File: src/rtl/kp_matrix_scan_pkg.sv
// kp_pkg: shared types and helpers for the keypad matrix scanner.
//   kp_state_e    - scanner FSM states
//   col_drive_bit - one bit of the walking-zero column drive pattern
package kp_pkg;

  typedef enum logic [1:0] {
    ST_SCAN     = 2'd0,
    ST_DEBOUNCE = 2'd1,
    ST_HOLD     = 2'd2,
    ST_RELEASE  = 2'd3
  } kp_state_e;

  // Column c drives SCAN[cols-1-c] low; every other bit idles high.
  // Written per bit so callers of any width can build the vector in a loop.
  function automatic logic col_drive_bit(input int unsigned bit_i,
                                         input int unsigned col,
                                         input int unsigned cols);
    return (bit_i + col) != (cols - 1);
  endfunction

endpackage

File: src/rtl/kp_matrix_scan_if.sv
// kp_matrix_scan_if: keypad scanner signal bundle.
//   en        scan enable (consumer -> scanner)
//   row_in    raw active-low row lines, asynchronous
//   scan      walking-zero column drive
//   col_idx   current column index
//   key_valid debounced key code available
//   key_code  row_index*COLS + column
//   key_ack   consumer accepts key_code
//   key_err   one-cycle pulse on a rejected multi-key column
// Modports: master = consumer/board side, slave = scanner.
interface kp_matrix_scan_if #(
  parameter int ROWS = 4,
  parameter int COLS = 4
);
  localparam int CW = $clog2(COLS);
  localparam int KW = $clog2(ROWS*COLS);

  logic            en;
  logic [ROWS-1:0] row_in;
  logic [COLS-1:0] scan;
  logic [CW-1:0]   col_idx;
  logic            key_valid;
  logic [KW-1:0]   key_code;
  logic            key_ack;
  logic            key_err;

  modport master (
    output en, row_in, key_ack,
    input  scan, col_idx, key_valid, key_code, key_err
  );

  modport slave (
    input  en, row_in, key_ack,
    output scan, col_idx, key_valid, key_code, key_err
  );
endinterface

File: src/rtl/kp_matrix_scan_sync.sv
// kp_sync: parametrised-width 2-flop synchronizer with a configurable
// reset value.
//   clk, rst_n  clock, asynchronous active-low reset
//   d_i         asynchronous input bus
//   q_o         synchronized bus, two cycles later
module kp_sync #(
  parameter int           W       = 1,
  parameter logic [W-1:0] RST_VAL = '0
) (
  input  logic         clk,
  input  logic         rst_n,
  input  logic [W-1:0] d_i,
  output logic [W-1:0] q_o
);

  logic [W-1:0] s1_q, s2_q;

  always_ff @(posedge clk or negedge rst_n) begin
    if (!rst_n) begin
      s1_q <= RST_VAL;
      s2_q <= RST_VAL;
    end else begin
      s1_q <= d_i;
      s2_q <= s1_q;
    end
  end

  assign q_o = s2_q;

endmodule

File: src/rtl/kp_matrix_scan.sv
// kp_matrix_scan: keypad matrix scanner with debounce and key handshake.
//   clk, rst_n  clock, asynchronous active-low reset
//   kp (slave)  en/row_in/key_ack in; scan/col_idx/key_valid/key_code/key_err out
// Scans one column at a time (walking zero), debounces any low row,
// issues one code per press and waits for a full release before scanning on.
// Build option: define KP_GHOST_REJECT_EN to reject columns with more than
// one low row (key_err pulse, no code); otherwise the lowest row wins and
// key_err stays low.
module kp_matrix_scan
  import kp_pkg::*;
#(
  parameter int ROWS     = 4,
  parameter int COLS     = 4,
  parameter int SCAN_DIV = 1,
  parameter int DEBOUNCE = 4
) (
  input logic             clk,
  input logic             rst_n,
  kp_matrix_scan_if.slave kp
);

  localparam int CW  = $clog2(COLS);
  localparam int RW  = $clog2(ROWS);
  localparam int KW  = $clog2(ROWS*COLS);
  localparam int DVW = (SCAN_DIV > 1) ? $clog2(SCAN_DIV) : 1;
  localparam int DBW = (DEBOUNCE > 1) ? $clog2(DEBOUNCE) : 1;

  kp_state_e       state_q, state_d;
  logic [CW-1:0]   col_q, col_d;
  logic [DVW-1:0]  div_q, div_d;
  logic [DBW-1:0]  cnt_q, cnt_d;
  logic [ROWS-1:0] snap_q, snap_d;
  logic [KW-1:0]   code_q, code_d;
  logic            valid_q, valid_d;
  logic            err_q, err_d;

  logic [ROWS-1:0] row_s;
  logic [RW-1:0]   row_idx;
  logic [KW-1:0]   new_code;
  logic [COLS-1:0] scan_w;
  logic            reject;

  // Rows idle high, so the synchronizer resets to all ones.
  kp_sync #(
    .W       (ROWS),
    .RST_VAL ({ROWS{1'b1}})
  ) u_sync (
    .clk   (clk),
    .rst_n (rst_n),
    .d_i   (kp.row_in),
    .q_o   (row_s)
  );

  // Lowest-index low row of the snapshot (descending loop, last hit wins).
  always_comb begin
    row_idx = '0;
    for (int i = ROWS-1; i >= 0; i--) begin
      if (!snap_q[i]) row_idx = RW'(i);
    end
  end

  assign new_code = KW'(row_idx) * KW'(COLS) + KW'(col_q);

`ifdef KP_GHOST_REJECT_EN
  int low_n;
  always_comb begin
    low_n = 0;
    for (int i = 0; i < ROWS; i++) begin
      if (!snap_q[i]) low_n = low_n + 1;
    end
  end
  assign reject = (low_n > 1);
`else
  assign reject = 1'b0;
`endif

  always_comb begin
    state_d = state_q;
    col_d   = col_q;
    div_d   = div_q;
    cnt_d   = cnt_q;
    snap_d  = snap_q;
    code_d  = code_q;
    valid_d = valid_q;
    err_d   = 1'b0;
    unique case (state_q)
      ST_SCAN: begin
        // A pressed row wins over scan advance: the column stays put.
        if (!(&row_s)) begin
          state_d = ST_DEBOUNCE;
          snap_d  = row_s;
          cnt_d   = '0;
        end else if (kp.en) begin
          if (div_q == DVW'(SCAN_DIV-1)) begin
            div_d = '0;
            col_d = (col_q == CW'(COLS-1)) ? '0 : col_q + 1'b1;
          end else begin
            div_d = div_q + 1'b1;
          end
        end
      end
      ST_DEBOUNCE: begin
        if (row_s != snap_q) begin
          state_d = ST_SCAN;
        end else if (cnt_q == DBW'(DEBOUNCE-1)) begin
          if (reject) begin
            err_d   = 1'b1;
            state_d = ST_RELEASE;
            cnt_d   = '0;
          end else begin
            state_d = ST_HOLD;
            valid_d = 1'b1;
            code_d  = new_code;
          end
        end else begin
          cnt_d = cnt_q + 1'b1;
        end
      end
      ST_HOLD: begin
        if (valid_q && kp.key_ack) begin
          valid_d = 1'b0;
          state_d = ST_RELEASE;
          cnt_d   = '0;
        end
      end
      ST_RELEASE: begin
        // Need DEBOUNCE consecutive all-high cycles; any low row restarts.
        if (!(&row_s)) begin
          cnt_d = '0;
        end else if (cnt_q == DBW'(DEBOUNCE-1)) begin
          state_d = ST_SCAN;
        end else begin
          cnt_d = cnt_q + 1'b1;
        end
      end
      default: state_d = ST_SCAN;
    endcase
  end

  always_ff @(posedge clk or negedge rst_n) begin
    if (!rst_n) begin
      state_q <= ST_SCAN;
      col_q   <= '0;
      div_q   <= '0;
      cnt_q   <= '0;
      snap_q  <= '1;
      code_q  <= '0;
      valid_q <= 1'b0;
      err_q   <= 1'b0;
    end else begin
      state_q <= state_d;
      col_q   <= col_d;
      div_q   <= div_d;
      cnt_q   <= cnt_d;
      snap_q  <= snap_d;
      code_q  <= code_d;
      valid_q <= valid_d;
      err_q   <= err_d;
    end
  end

  // Column drive decoded straight from the index register so reset shows
  // on the pins without waiting for an edge.
  always_comb begin
    scan_w = '1;
    for (int i = 0; i < COLS; i++) begin
      scan_w[i] = col_drive_bit(i, 32'(col_q), COLS);
    end
  end

  assign kp.scan      = scan_w;
  assign kp.col_idx   = col_q;
  assign kp.key_valid = valid_q;
  assign kp.key_code  = code_q;
  assign kp.key_err   = err_q;

endmodule

File: src/flat_wrapper.sv
// flat-port wrapper written by rule: the top's interface ports become plain ports
module kp_matrix_scan_flat import kp_pkg::*;
#(
  parameter int ROWS     = 4,
  parameter int COLS     = 4,
  parameter int SCAN_DIV = 1,
  parameter int DEBOUNCE = 4
)
  (clk, rst_n, kp_en, kp_row_in, kp_key_ack, kp_scan, kp_col_idx, kp_key_valid, kp_key_code, kp_key_err);
  kp_matrix_scan_if #(.ROWS(ROWS), .COLS(COLS)) kp_i ();
  input logic clk;
  input logic rst_n;
  input wire logic [$bits(kp_i.en)-1:0] kp_en;
  input wire logic [$bits(kp_i.row_in)-1:0] kp_row_in;
  input wire logic [$bits(kp_i.key_ack)-1:0] kp_key_ack;
  output wire logic [$bits(kp_i.scan)-1:0] kp_scan;
  output wire logic [$bits(kp_i.col_idx)-1:0] kp_col_idx;
  output wire logic [$bits(kp_i.key_valid)-1:0] kp_key_valid;
  output wire logic [$bits(kp_i.key_code)-1:0] kp_key_code;
  output wire logic [$bits(kp_i.key_err)-1:0] kp_key_err;
  assign kp_i.en = kp_en;
  assign kp_i.row_in = kp_row_in;
  assign kp_i.key_ack = kp_key_ack;
  assign kp_scan = kp_i.scan;
  assign kp_col_idx = kp_i.col_idx;
  assign kp_key_valid = kp_i.key_valid;
  assign kp_key_code = kp_i.key_code;
  assign kp_key_err = kp_i.key_err;
  kp_matrix_scan #(.ROWS(ROWS), .COLS(COLS), .SCAN_DIV(SCAN_DIV), .DEBOUNCE(DEBOUNCE)) u_core (.clk(clk), .rst_n(rst_n), .kp(kp_i));
endmodule
File: config.mk
export PLATFORM = sky130hd
export DESIGN_NAME = kp_matrix_scan_flat
export DESIGN_NICKNAME = d
export VERILOG_FILES = /design/src/rtl/kp_matrix_scan_pkg.sv /design/src/rtl/kp_matrix_scan_if.sv /design/src/rtl/kp_matrix_scan_sync.sv /design/src/rtl/kp_matrix_scan.sv /design/src/flat_wrapper.sv
export SDC_FILE = /design/constraint.sdc
export NUM_CORES = 1
export LEC_CHECK = 0
export BUFFER_PORTS_ARGS = -buffer_cell sky130_fd_sc_hd__buf_2
export CAP_MARGIN = 20
export CORE_ASPECT_RATIO = 0.7
export CORE_MARGIN = 2
export CORE_UTILIZATION = 29
export DETAILED_ROUTE_END_ITERATION = 12
export GPL_TIMING_DRIVEN = 0
export PLACE_DENSITY = 0.45
export SETUP_SLACK_MARGIN = 0.05
export SYNTH_ARGS = -nofsm -noshare
export SYNTH_HDL_FRONTEND = slang
export SYNTH_SLANG_ARGS = --single-unit
File: constraint.sdc
create_clock -name clk -period 2.53 [get_ports clk]
set_input_delay 0.1265 -clock clk [delete_from_list [all_inputs] [get_ports clk]]
set_output_delay 0.1265 -clock clk [all_outputs]
set_load 0.05 [all_outputs]
==> metrics.yaml, run 1 <==
die:
  fp-row-count: 18
  io_pins: 20
  dieHeight_um: 54.01
  fp.coreArea_um2: 3468
  die-width_um: 75.44
  initial_core_util_pct: 29.87
  dieArea_um2: 4074
synth:
  synthArstFlopShare_pct: 100.0
  synth.yosys.seq_area_share_pct: 57.00
  synth_commonest_cells: "dfstp_2 (12), dfrtp_1 (11), inv_1 (7), mux2_2 (7)"
  ys_warn_count: 0
  netlist.area_leader.share_pct: 30.43
  synth_most_common_cell: "dfstp_2"
  syn_inst: 85
  synth_top_area_cell: "dfstp_2"
  synth-main-ff-cell: "dfstp_2"
  synth_nets: 97
  synth_edf_count: 0
  synth_cell_type_count: 29
  yosys-top-cells-area: "dfstp_2 (30%), dfrtp_1 (27%), mux2_2 (7.6%)"
  avgSynthCellArea_um2: 12.19
  synth_area_um2: 1036
  synth_seq_cells: 23
placement:
  hpwlAfterDp_um: 1373
  pre_cts_ws_ns: 0.8267
  io_buffers: 18
  dp_cells: 153
  place.gp.congestion: 0.7772
layout:
  antenna_cells: 0
  regArea_um2: 590.6
  layout-drive-gt1-share_pct: 41.07
  final_cells: 162
  nets: 125
  fin_util_pct: 37.05
  fill_cells: 358
  synthToLayoutAreaGrowth_pct: 24.03
  multiInputGateArea_um2: 387.9
clock_network:
  tritoncts: "done"
  clk_path_buf_depth: 2
  post-cts-setup-buffers: 0
  cts_root_buf: "clkbuf_8"
  cts_inserted_buffers: 3
  clk_latency_ns: 0.27
  h-tree-depth: 1
  clk_pin_slew_ns: 0.08
  clock_sinks: 23
sta:
  rsz0062_at_grt: "no"
  final-max-slew-violation-count: 0
  skew_ns: 0.004797
  setup_viol: 0
  tightest_slew_ns: 0.5025
  slew_headroom_pct: 66.50
  whs_ns: 0.1746
  fin_crit_ns: 1.686
  setup_tns_ns: 0
  worst_slack_ns: 0.8445
  hold_violations: 0
  fmax_ghz: 0.5933
  min_period_over_period_pct: 66.62
setup_path:
  startpoint_type: "register"
  r2r_setup_slack_ns: 0.84
  critPathKind: "reg2reg"
  end_kind: "register"
  worstRegToRegCells: 4
  crit_fanout: 6
  r2r-end: "u_core.kp.key_code[2]"
  cp.arrival_ns: 1.84
  r2r_start: "u_core.snap_q[2]"
  path_cells: "xnor2_1 > nand4_1 > nor3_4 > mux2_2"
  slowest_delay_ns: 0.56
  slowest_stage: "dfstp_2"
  critPathBufInv: 0
  cp_top_family: "flip-flops"
  required_ns: 2.69
route:
  drt_iter0_markers: 23
  routedWlPerCell_um: 11.41
  route.detailed.drc: 0
  first_pass_iters: 4
  vias_per_cell: 4.414
  ant_nets: 0
  vias: 715
  drt-total-wl_um: 1848
hold_path:
  worstHoldStart: "kp_key_ack"
  min_path_type: "in2reg"
  worstHoldEndpoint: "u_core.kp.key_valid"
  holdPathStages: 4
run:
  max_cap_viol_count: 0
grt:
  grt_max_degree: 24
  grt_overflow: 0
  grt_pass1_vias: 649
  grt_use_total_pct: 10.53
  antenna_found_initial: 0
  grt_pass1_wl_um: 3091
run_status:
  outcome: "complete, no violations"
power_and_ir_drop:
  ir_worst_vdd_v: 0.0003760
  leakage_nw: 0.5812
  power.density_nw_per_um2: 1018
==> registers in the layout, summed over array words and instances, names as in the netlist, named ones only <==
register / count
u_core.snap_q: 4
u_core.kp.key_code: 4
u_core.u_sync.q_o: 4
u_core.kp.key_valid: 1
u_core.cnt_q: 2
u_core.state_q: 1
u_core.kp.col_idx: 2
u_core.u_sync.s1_q: 4
==> layout make-up <==
class / count / share of cell area (%)
Buffer: 5 / 2.434
Sequential cell: 23 / 45.96
Clock inverter: 1 / 0.3895
Clock buffer: 3 / 3.213
Inverter: 7 / 2.045
Tap cell: 50 / 4.869
Multi-Input combinational cell: 50 / 30.19
Timing Repair Buffer: 23 / 10.91
==> power by group <==
| part | total [W] | switching (W) | internal [W] |
|---|---|---|---|
| Sequential | 0.000554 | 0.0000820 | 0.000472 |
| Clock | 0.000228 | 0.000118 | 0.000110 |
| Combinational | 0.000526 | 0.000335 | 0.000191 |
==> through the flow <==
stage	instance area (um2)	power, W
3_3_place_gp	1189	0.001073
5_1_grt	1285	0.001398
3_5_place_dp	1189	0.001086
4_1_cts	1285	0.001326
6_report	1285	0.001308
2_1_floorplan	1036	0.0009631
==> worst max path at each step <==
stage,start,end,slack (ns),depth (start not counted)
final,u_core.snap_q[2],u_core.kp.key_code[2],0.84,4
after global routing,u_core.u_sync.q_o[3],u_core.kp.key_code[2],0.73,4
after CTS,u_core.u_sync.q_o[1],u_core.kp.key_code[2],0.82,4
after detailed placement,u_core.u_sync.q_o[1],u_core.kp.key_code[2],0.83,4
after global placement,u_core.u_sync.q_o[2],u_core.kp.key_code[1],0.85,4
after floorplan,u_core.snap_q[2],u_core.kp.key_code[0],0.97,4
==> worst min-delay path, cell delays in order <==
cell      delay (ns)
buf_2           0.11
nand2_1         0.05
o21ai_0         0.06
nand2b_1        0.06
==> placed cells by master, fill, tap and decap left out, types with 2 or more instances in the layout <==
cell / netlist / final
buf_2: 1 / 19
o21a_1: 2 / 2
nor3_1: 2 / 2
dlygate4sd3_1: 0 / 5
buf_4: 3 / 3
clkbuf_8: 0 / 3
nand2_1: 4 / 4
nand2b_1: 3 / 3
dfrtp_1: 11 / 11
nand4_1: 2 / 2
dfstp_2: 12 / 12
ha_1: 4 / 4
o21ai_0: 3 / 3
inv_1: 7 / 7
mux2_2: 7 / 7
o32a_1: 2 / 2
xnor2_1: 4 / 4
nand3_1: 4 / 4
a21oi_1: 2 / 2
==> metal layers <==
| metal | wire [um] | track usage [%] |
|---|---|---|
| met1 | 965 | 14.17 |
| met2 | 729 | 15.51 |
| met3 | 137 | 4.120 |
| met4 | 16 | 3.509 |
| met5 | 0 | 0 |
==> timing repair <==
action | CTS | global route
gates resized for setup | 0 | 0
hold buffers | 5 | 0
endpoints found under the hold margin | 15 | 0
setup endpoints to repair | 0 | 0
==> cells by family (layout without fill, tap and decap cells) <==
family,Yosys count,count (layout),share of synthesized area [%]
AO/OA/AOI/OAI,16,16,11.11
XOR/XNOR,4,4,3.381
adder cells (fa/ha/maj),4,4,4.831
buffers and inverters,12,39,5.555
flip-flops,23,23,57.00
multiplexers,7,7,7.609
other,1,1,0.3620
AND/OR/NAND/NOR,18,18,10.14
Power figures use the tool's default switching activity.
==> run 2, diff against run 1 <==
--- a/config.mk
+++ b/config.mk
@@ -5,6 +5,7 @@
 export SDC_FILE = /design/constraint.sdc
 export NUM_CORES = 1
 export LEC_CHECK = 0
+export ABC_AREA = 1
 export BUFFER_PORTS_ARGS = -buffer_cell sky130_fd_sc_hd__buf_2
 export CAP_MARGIN = 20
 export CORE_ASPECT_RATIO = 0.7
@@ -12,7 +13,7 @@
 export CORE_UTILIZATION = 29
 export DETAILED_ROUTE_END_ITERATION = 12
 export GPL_TIMING_DRIVEN = 0
-export PLACE_DENSITY = 0.45
+export PLACE_DENSITY = 0.47
 export SETUP_SLACK_MARGIN = 0.05
 export SYNTH_ARGS = -nofsm -noshare
 export SYNTH_HDL_FRONTEND = slang
==> constraint.sdc (replaced) <==
create_clock -name clk -period 1.5 [get_ports clk]
set_input_delay 0.075 -clock clk [delete_from_list [all_inputs] [get_ports clk]]
set_output_delay 0.075 -clock clk [all_outputs]
set_load 0.05 [all_outputs]
==> run 2 against run 1 <==
Compared with the run above:
- critical endpoint is now u_core.snap_q[3]
- combinational power grew to 2.8 times the previous value
- via count grew 24%
- wire length grew 21%
- critical path type unchanged
- sequential share of layout area shrank 5.7 points
- register-to-register slack lost 0.74 ns
- clock power grew 70%
==> metrics.yaml, run 2 <==
synth:
  synth.yosys.seq_area_share_pct: 52.04  # -5.0 points
  synth_most_common_cell: "nand2_1"
  syn_inst: 130  # +53%
  synth-main-ff-cell: "dfstp_2"
  netlist.area_leader.share_pct: 27.78  # -2.7 points
  ys_warn_count: 0  # unchanged
  synth_edf_count: 0  # unchanged
  synth_seq_cells: 23  # unchanged
  synth_top_area_cell: "dfstp_2"
  yosys-top-cells-area: "dfstp_2 (28%), dfrtp_1 (24%), nand2_1 (14%)"
  synth_area_um2: 1135  # +9.5%
  avgSynthCellArea_um2: 8.730  # -28%
  synth_nets: 142  # +46%
  synth_cell_type_count: 21  # -28%
  synthArstFlopShare_pct: 100.0  # unchanged
  synth_commonest_cells: "nand2_1 (42), inv_1 (16), dfstp_2 (12)"
placement:
  io_buffers: 18  # unchanged
  place.gp.congestion: 0.7476  # -3.8%
  hpwlAfterDp_um: 1571  # +14%
  placed_area_um2: 1287  # +8.3%
sta:
  slew_headroom_pct: 65.89  # -0.62 points
  fmax_ghz: 0.7162  # +21%
  rsz0062_at_grt: "yes"
  setup_viol: 0  # unchanged
  final-max-slew-violation-count: 0  # unchanged
  tightest_slew_ns: 0.5117  # +0.009264 ns
  min_period_over_period_pct: 93.08  # +26 points
  skew_ns: 0.004512  # -0.0002848 ns
  setup_tns_ns: 0  # unchanged
  hold_violations: 0  # unchanged
  fin_crit_ns: 1.396  # -0.2893 ns
setup_path:
  crit_fanout: 7  # +1
  required_ns: 1.69  # -1.00 ns
  slowest_stage: "dfstp_2"
  path_cells: "nand2_1 > nor2_4 > inv_1 > nand2_2 > mux2_1"
  startpoint: "u_core.u_sync.q_o[2]"
  r2r_setup_slack_ns: 0.10  # -0.74 ns
  worstRegToRegCells: 5  # +1
  critPathKind: "reg2reg"
  cp.arrival_ns: 1.59  # -0.25 ns
  end_kind: "register"
  startpoint_type: "register"
  r2r-end: "u_core.snap_q[3]"
  crit_end: "u_core.snap_q[3]"
  r2r_start: "u_core.u_sync.q_o[2]"
  slowest_delay_ns: 0.57  # about the same
layout:
  antenna_cells: 0  # unchanged
  fill_cells: 385  # +7.5%
  nets: 175  # +40%
  synthToLayoutAreaGrowth_pct: 29.11
  layout_commonest_cell: "nand2_1"
  layout-drive-gt1-share_pct: 37.65  # -3.4 points
  design_area_um2: 1465  # +14%
  final_cell_mix: "nand2_1 (37), buf_2 (16), inv_1 (14), dfstp_2 (12), dfrtp_1 (11)"
  regArea_um2: 590.6  # unchanged
  multiInputGateArea_um2: 493.0  # +27%
power_and_ir_drop:
  power.density_nw_per_um2: 1963  # +93%
  ir_worst_vdd_v: 0.0007475  # +99%
  leakage_nw: 0.7326  # +26%
clock_network:
  cts_inserted_buffers: 3  # unchanged
  clk_latency_ns: 0.26  # about the same
  clk_pin_slew_ns: 0.08  # about the same
  clk_path_buf_depth: 2  # unchanged
  tritoncts: "done"
  clock_sinks: 23  # unchanged
  h-tree-depth: 1  # unchanged
  cts_root_buf: "clkbuf_8"
route:
  route.detailed.drc: 0  # unchanged
  route.met3.wl_um: 83  # -39%
  routedWlPerCell_um: 10.58  # -7.3%
  first_pass_iters: 4  # unchanged
  wl_met2_um: 988  # +36%
  met1_length_um: 1150  # +19%
  vias: 889  # +24%
  routed.top_layer: "met4"
  drt_iter0_markers: 32  # +39%
  ant_nets: 0  # unchanged
  drt-total-wl_um: 2242  # +21%
  vias_per_cell: 4.193  # -5.0%
grt:
  grt_use_total_pct: 11.13  # +0.59 points
  grt_pass1_wl_um: 3829  # +24%
  grt_overflow: 0  # unchanged
  antenna_found_initial: 0  # unchanged
  grt_pass1_vias: 825  # +27%
  grt_max_degree: 24  # unchanged
die:
  fp.coreArea_um2: 3626  # +4.5%
  fp-row-count: 18  # unchanged
  dieArea_um2: 4438  # +8.9%
  die-width_um: 78.77  # +4.4%
  initial_core_util_pct: 31.30  # +1.4 points
  dieHeight_um: 56.34  # +4.3%
  io_pins: 20  # unchanged
run:
  max_cap_viol_count: 0  # unchanged
run_status:
  outcome: "complete, no violations"
hold_path:
  min_path_type: "in2reg"
-- run 2: cell types whose count changed in the layout (fill, tap and decap cells not counted), moves of 6 or more --
cell / delta
mux2_2: -7
inv_1: +7
nand2_2: +6
o21ai_0: +7
inv_2: +6
nand2_1: +33
-- run 2: report_power, final --
part | switching, W | leakage [nW] | internal, W
combinational | 0.00101 | 0.437 | 0.000473
sequential | 0.000163 | 0.270 | 0.000840
clock | 0.000203 | 0.0255 | 0.000186
-- run 2: what timing repair did --
item | in CTS | in global routing
gates resized for setup | 0 | 13
buffers inserted | 0 | 4
endpoints found under the hold margin | 15 | 0
hold buffers | 5 | 0
endpoints found under the setup margin | 0 | 14
-- run 2: cell families after synthesis --
family	share of synthesized area (%)
AO/OA/AOI/OAI	7.498
XOR/XNOR	0.7719
adder cells (fa/ha/maj)	4.410
buffers and inverters	8.599
flip-flops	52.04
multiplexers	0.9922
other	0.3304
AND/OR/NAND/NOR	25.36
-- run 2: layout make-up --
| class | instances | share of cell area, % |
|---|---|---|
| clock buffer | 3 | 2.818 |
| inverter | 20 | 5.124 |
| clock inverter | 1 | 0.3416 |
| sequential | 23 | 40.31 |
| tap | 50 | 4.270 |
| buffer | 3 | 1.537 |
| multi-input combinational | 85 | 33.65 |
| timing repair buffer | 27 | 11.96 |
-- run 2: through the flow --
step / total power [W] / setup WS (ns) / cells / hold slack, ns / utilization, %
after global placement: 0.002291 / 0.1238 / 198 / 0.08226 / 35.51
final: 0.002876 / 0.1038 / 212 / 0.1781 / 40.41
after detailed placement: 0.002318 / 0.1031 / 198 / 0.08656 / 35.51
after global routing: 0.003123 / -0.001196 / 212 / 0.1907 / 40.41
after CTS: 0.002722 / 0.08680 / 207 / 0.1844 / 38.16
after floorplan: 0.002039 / 0.2114 / 130 / -0.2206 / -
-- run 2: worst min-delay path by stage --
| stage | start | to | slack (ns) | depth (start not counted) |
|---|---|---|---|---|
| 6_report | kp_en | u_core.kp.col_idx[1] | 0.18 | 5 |
| 5_1_grt | kp_en | u_core.kp.col_idx[0] | 0.19 | 5 |
| 4_1_cts | kp_en | u_core.kp.col_idx[1] | 0.18 | 5 |
| 3_5_place_dp | rst_n | u_core.kp.key_code[3] | 0.09 | 1 |
| 3_3_place_gp | rst_n | u_core.kp.key_code[3] | 0.08 | 1 |
| 2_1_floorplan | rst_n | async pin | -0.22 | 0 |
-- run 2: metal layers --
layer	up-vias	track usage (%)
met3	2	3.859
met4	0	3.008
met2	13	15.75
met5	-	0
li1	468	-
met1	406	16.03
-- run 2: critical path: cells and delay by family (launching register included) --
family	cells	cell delay, ns
flip-flops	1	0.57
multiplexers	1	0.34
AND/OR/NAND/NOR	3	0.34
buffers and inverters	1	0.06
==> run 3, diff against run 2 <==
--- a/config.mk
+++ b/config.mk
@@ -6,14 +6,15 @@
 export NUM_CORES = 1
 export LEC_CHECK = 0
 export ABC_AREA = 1
-export BUFFER_PORTS_ARGS = -buffer_cell sky130_fd_sc_hd__buf_2
 export CAP_MARGIN = 20
 export CORE_ASPECT_RATIO = 0.7
 export CORE_MARGIN = 2
 export CORE_UTILIZATION = 29
 export DETAILED_ROUTE_END_ITERATION = 12
+export DONT_BUFFER_PORTS = 1
 export GPL_TIMING_DRIVEN = 0
-export PLACE_DENSITY = 0.47
+export MAX_ROUTING_LAYER = met4
+export PLACE_DENSITY = 0.42
 export SETUP_SLACK_MARGIN = 0.05
 export SYNTH_ARGS = -nofsm -noshare
 export SYNTH_HDL_FRONTEND = slang
==> run 3 against run 2 <==
Compared with the run above:
- sequential share of layout area increased by 2.0 points
- first-iteration DRC count rose by 28%
- clock skew shrank 0.0033 ns
- register-to-register slack about the same
- design area decreased by 4.5%
- hold slack got worse by 0.11 ns
- sequential cell count stayed put
- largest power group unchanged
==> metrics.yaml, run 3 (synthesized netlist as in run 2, its figures left out) <==
route:
  vias: 841  # -5.4%
  route.detailed.drc: 0  # unchanged
  drt-total-wl_um: 2232  # -0.45%
  first_pass_iters: 4  # unchanged
  routedWlPerCell_um: 11.45  # +8.2%
  ant_nets: 0  # unchanged
  drt_iter0_markers: 41  # +28%
  vias_per_cell: 4.313  # +2.8%
grt:
  grt_use_total_pct: 10.75  # -0.38 points
  grt_overflow: 0  # unchanged
  grt_pass1_wl_um: 3636  # -5.0%
  grt_pass1_vias: 785  # -4.8%
  antenna_found_initial: 0  # unchanged
  grt_max_degree: 24  # unchanged
layout:
  layout-drive-gt1-share_pct: 30.34  # -7.3 points
  layout_commonest_cell: "nand2_1"
  final_cell_mix: "nand2_1 (38), inv_1 (14), dfstp_2 (12), o21ai_0 (10), dfrtp_1 (10)"
  synthToLayoutAreaGrowth_pct: 23.26
  antenna_cells: 0  # unchanged
  nets: 158  # -9.7%
  fill_cells: 367  # -4.7%
sta:
  setup_tns_ns: 0  # unchanged
  min_period_over_period_pct: 92.58  # -0.50 points
  fin_crit_ns: 1.389  # -0.007483 ns
  rsz0062_at_grt: "yes"
  final-max-slew-violation-count: 0  # unchanged
  skew_ns: 0.001259  # -0.003253 ns
  setup_viol: 0  # unchanged
  worst_slack_ns: 0.1113  # +0.007483 ns
  fmax_ghz: 0.7201  # +0.54%
  hold_violations: 0  # unchanged
hold_path:
  min_path_type: "in2reg"
die:
  dieArea_um2: 4438  # unchanged
  initial_core_util_pct: 31.30  # unchanged
  fp-row-count: 18  # unchanged
  io_pins: 20  # unchanged
  fp.coreArea_um2: 3626  # unchanged
  dieHeight_um: 56.34  # unchanged
  die-width_um: 78.77  # unchanged
setup_path:
  slowest_stage: "dfstp_2"
  cpMostUsedCell: "nand2_1"
  end_kind: "register"
  crit_fanout: 5  # -2
  cp.arrival_ns: 1.60  # about the same
  startpoint_type: "register"
  slowest_delay_ns: 0.57  # about the same
  required_ns: 1.71  # +0.02 ns
  path_cells: "inv_1 > nand2_1 > nand2_2 > nor2_4 > nand4_4 > buf_4 > nand2_1"
  critPathKind: "reg2reg"
clock_network:
  cts_root_buf: "clkbuf_8"
  clk_latency_ns: 0.27  # about the same
  h-tree-depth: 1  # unchanged
  clock_sinks: 23  # unchanged
  tritoncts: "done"
  clk_pin_slew_ns: 0.08  # about the same
  cts_inserted_buffers: 3  # unchanged
  clk_path_buf_depth: 2  # unchanged
power_and_ir_drop:
  power.density_nw_per_um2: 1958  # -0.23%
  leakage_nw: 0.6593  # -10%
  ir_worst_vdd_v: 0.0007531  # +0.75%
placement:
  hpwlAfterDp_um: 1532  # -2.5%
  place.gp.congestion: 0.8126  # +8.7%
  io_buffers: 0  # -18
  pre_cts_ws_ns: 0.09659  # -0.006465 ns
run_status:
  outcome: "complete, no violations"
run:
  max_cap_viol_count: 0  # unchanged
-- run 3: cell count changes in the layout (fill, tap and decap cells not counted), sizes merged --
| cell | delta |
|---|---|
| buf | -15 |
| clkinv | -1 |
| clkinvlp | +2 |
| inv | -1 |
| clkbuf | -2 |
-- run 3: power by group --
| group | total [W] | switching, W | internal, W | leakage [nW] |
|---|---|---|---|---|
| sequential | 0.00115 | 0.000314 | 0.000839 | 0.269 |
| combinational | 0.00119 | 0.000823 | 0.000364 | 0.369 |
| clock | 0.000399 | 0.000211 | 0.000188 | 0.0217 |
-- run 3: through the flow --
stage                     hold slack [ns]  util [%]  instance area [um2]  instances  total power (W)
after floorplan                   -0.2206         -                 1135        130         0.002039
after global placement            -0.2200     33.02                 1197        180         0.002174
after detailed placement          -0.2198     33.02                 1197        180         0.002192
after CTS                         0.07037     35.75                 1296        189         0.002619
after global routing              0.09651     38.58                 1399        195         0.002963
final                             0.07112     38.58                 1399        195         0.002739
-- run 3: cell type report --
| type | count | area, um2 | share of cell area [%] |
|---|---|---|---|
| buffer | 3 | 22.52 | 1.610 |
| clock buffer | 3 | 41.29 | 2.952 |
| clock inverter | 1 | 7.507 | 0.5367 |
| inverter | 20 | 78.83 | 5.635 |
| multi-input combinational | 85 | 486.7 | 34.79 |
| sequential | 23 | 591.8 | 42.31 |
| tap | 50 | 62.56 | 4.472 |
| timing repair buffer | 10 | 107.6 | 7.692 |
-- run 3: path summary, 6_finish.rpt --
path,slack (ns),endpoint,cells after the start,from
max,0.11,u_core.kp.key_valid,7,u_core.u_sync.q_o[1]
min,0.07,u_core.kp.col_idx[0],3,kp_en
max reg2reg,0.11,u_core.kp.key_valid,7,u_core.u_sync.q_o[1]
min reg2reg,0.36,u_core.u_sync.q_o[0],0,u_core.u_sync.s1_q[0]
max in group asynchronous,0.91,u_core.u_sync.q_o[1],2,rst_n
min in group asynchronous,0.12,u_core.kp.key_valid,1,rst_n
-- run 3: critical path: cells and delay by family, from the launching register on --
| kind | cells | cell delay [ns] |
|---|---|---|
| buffers and inverters | 2 | 0.23 |
| DFF | 1 | 0.57 |
| and+or+nand+nor | 5 | 0.53 |
-- run 3: per-layer routing --
layer  track usage [%]  vias to the layer above  share of wire [%]
li1                  -                      430                  -
met1             14.74                      392                 50
met2             15.38                       17                 44
met3             3.698                        2                5.9
met4             2.256                        0               0.63
met5                 -                        -                  0
-- run 3: repair_timing --
action,4_1_cts,5_1_grt
endpoints found under the setup margin,0,14
hold buffers,5,0
hold endpoints to repair,27,0
gates resized for setup,0,11
buffers inserted,0,4
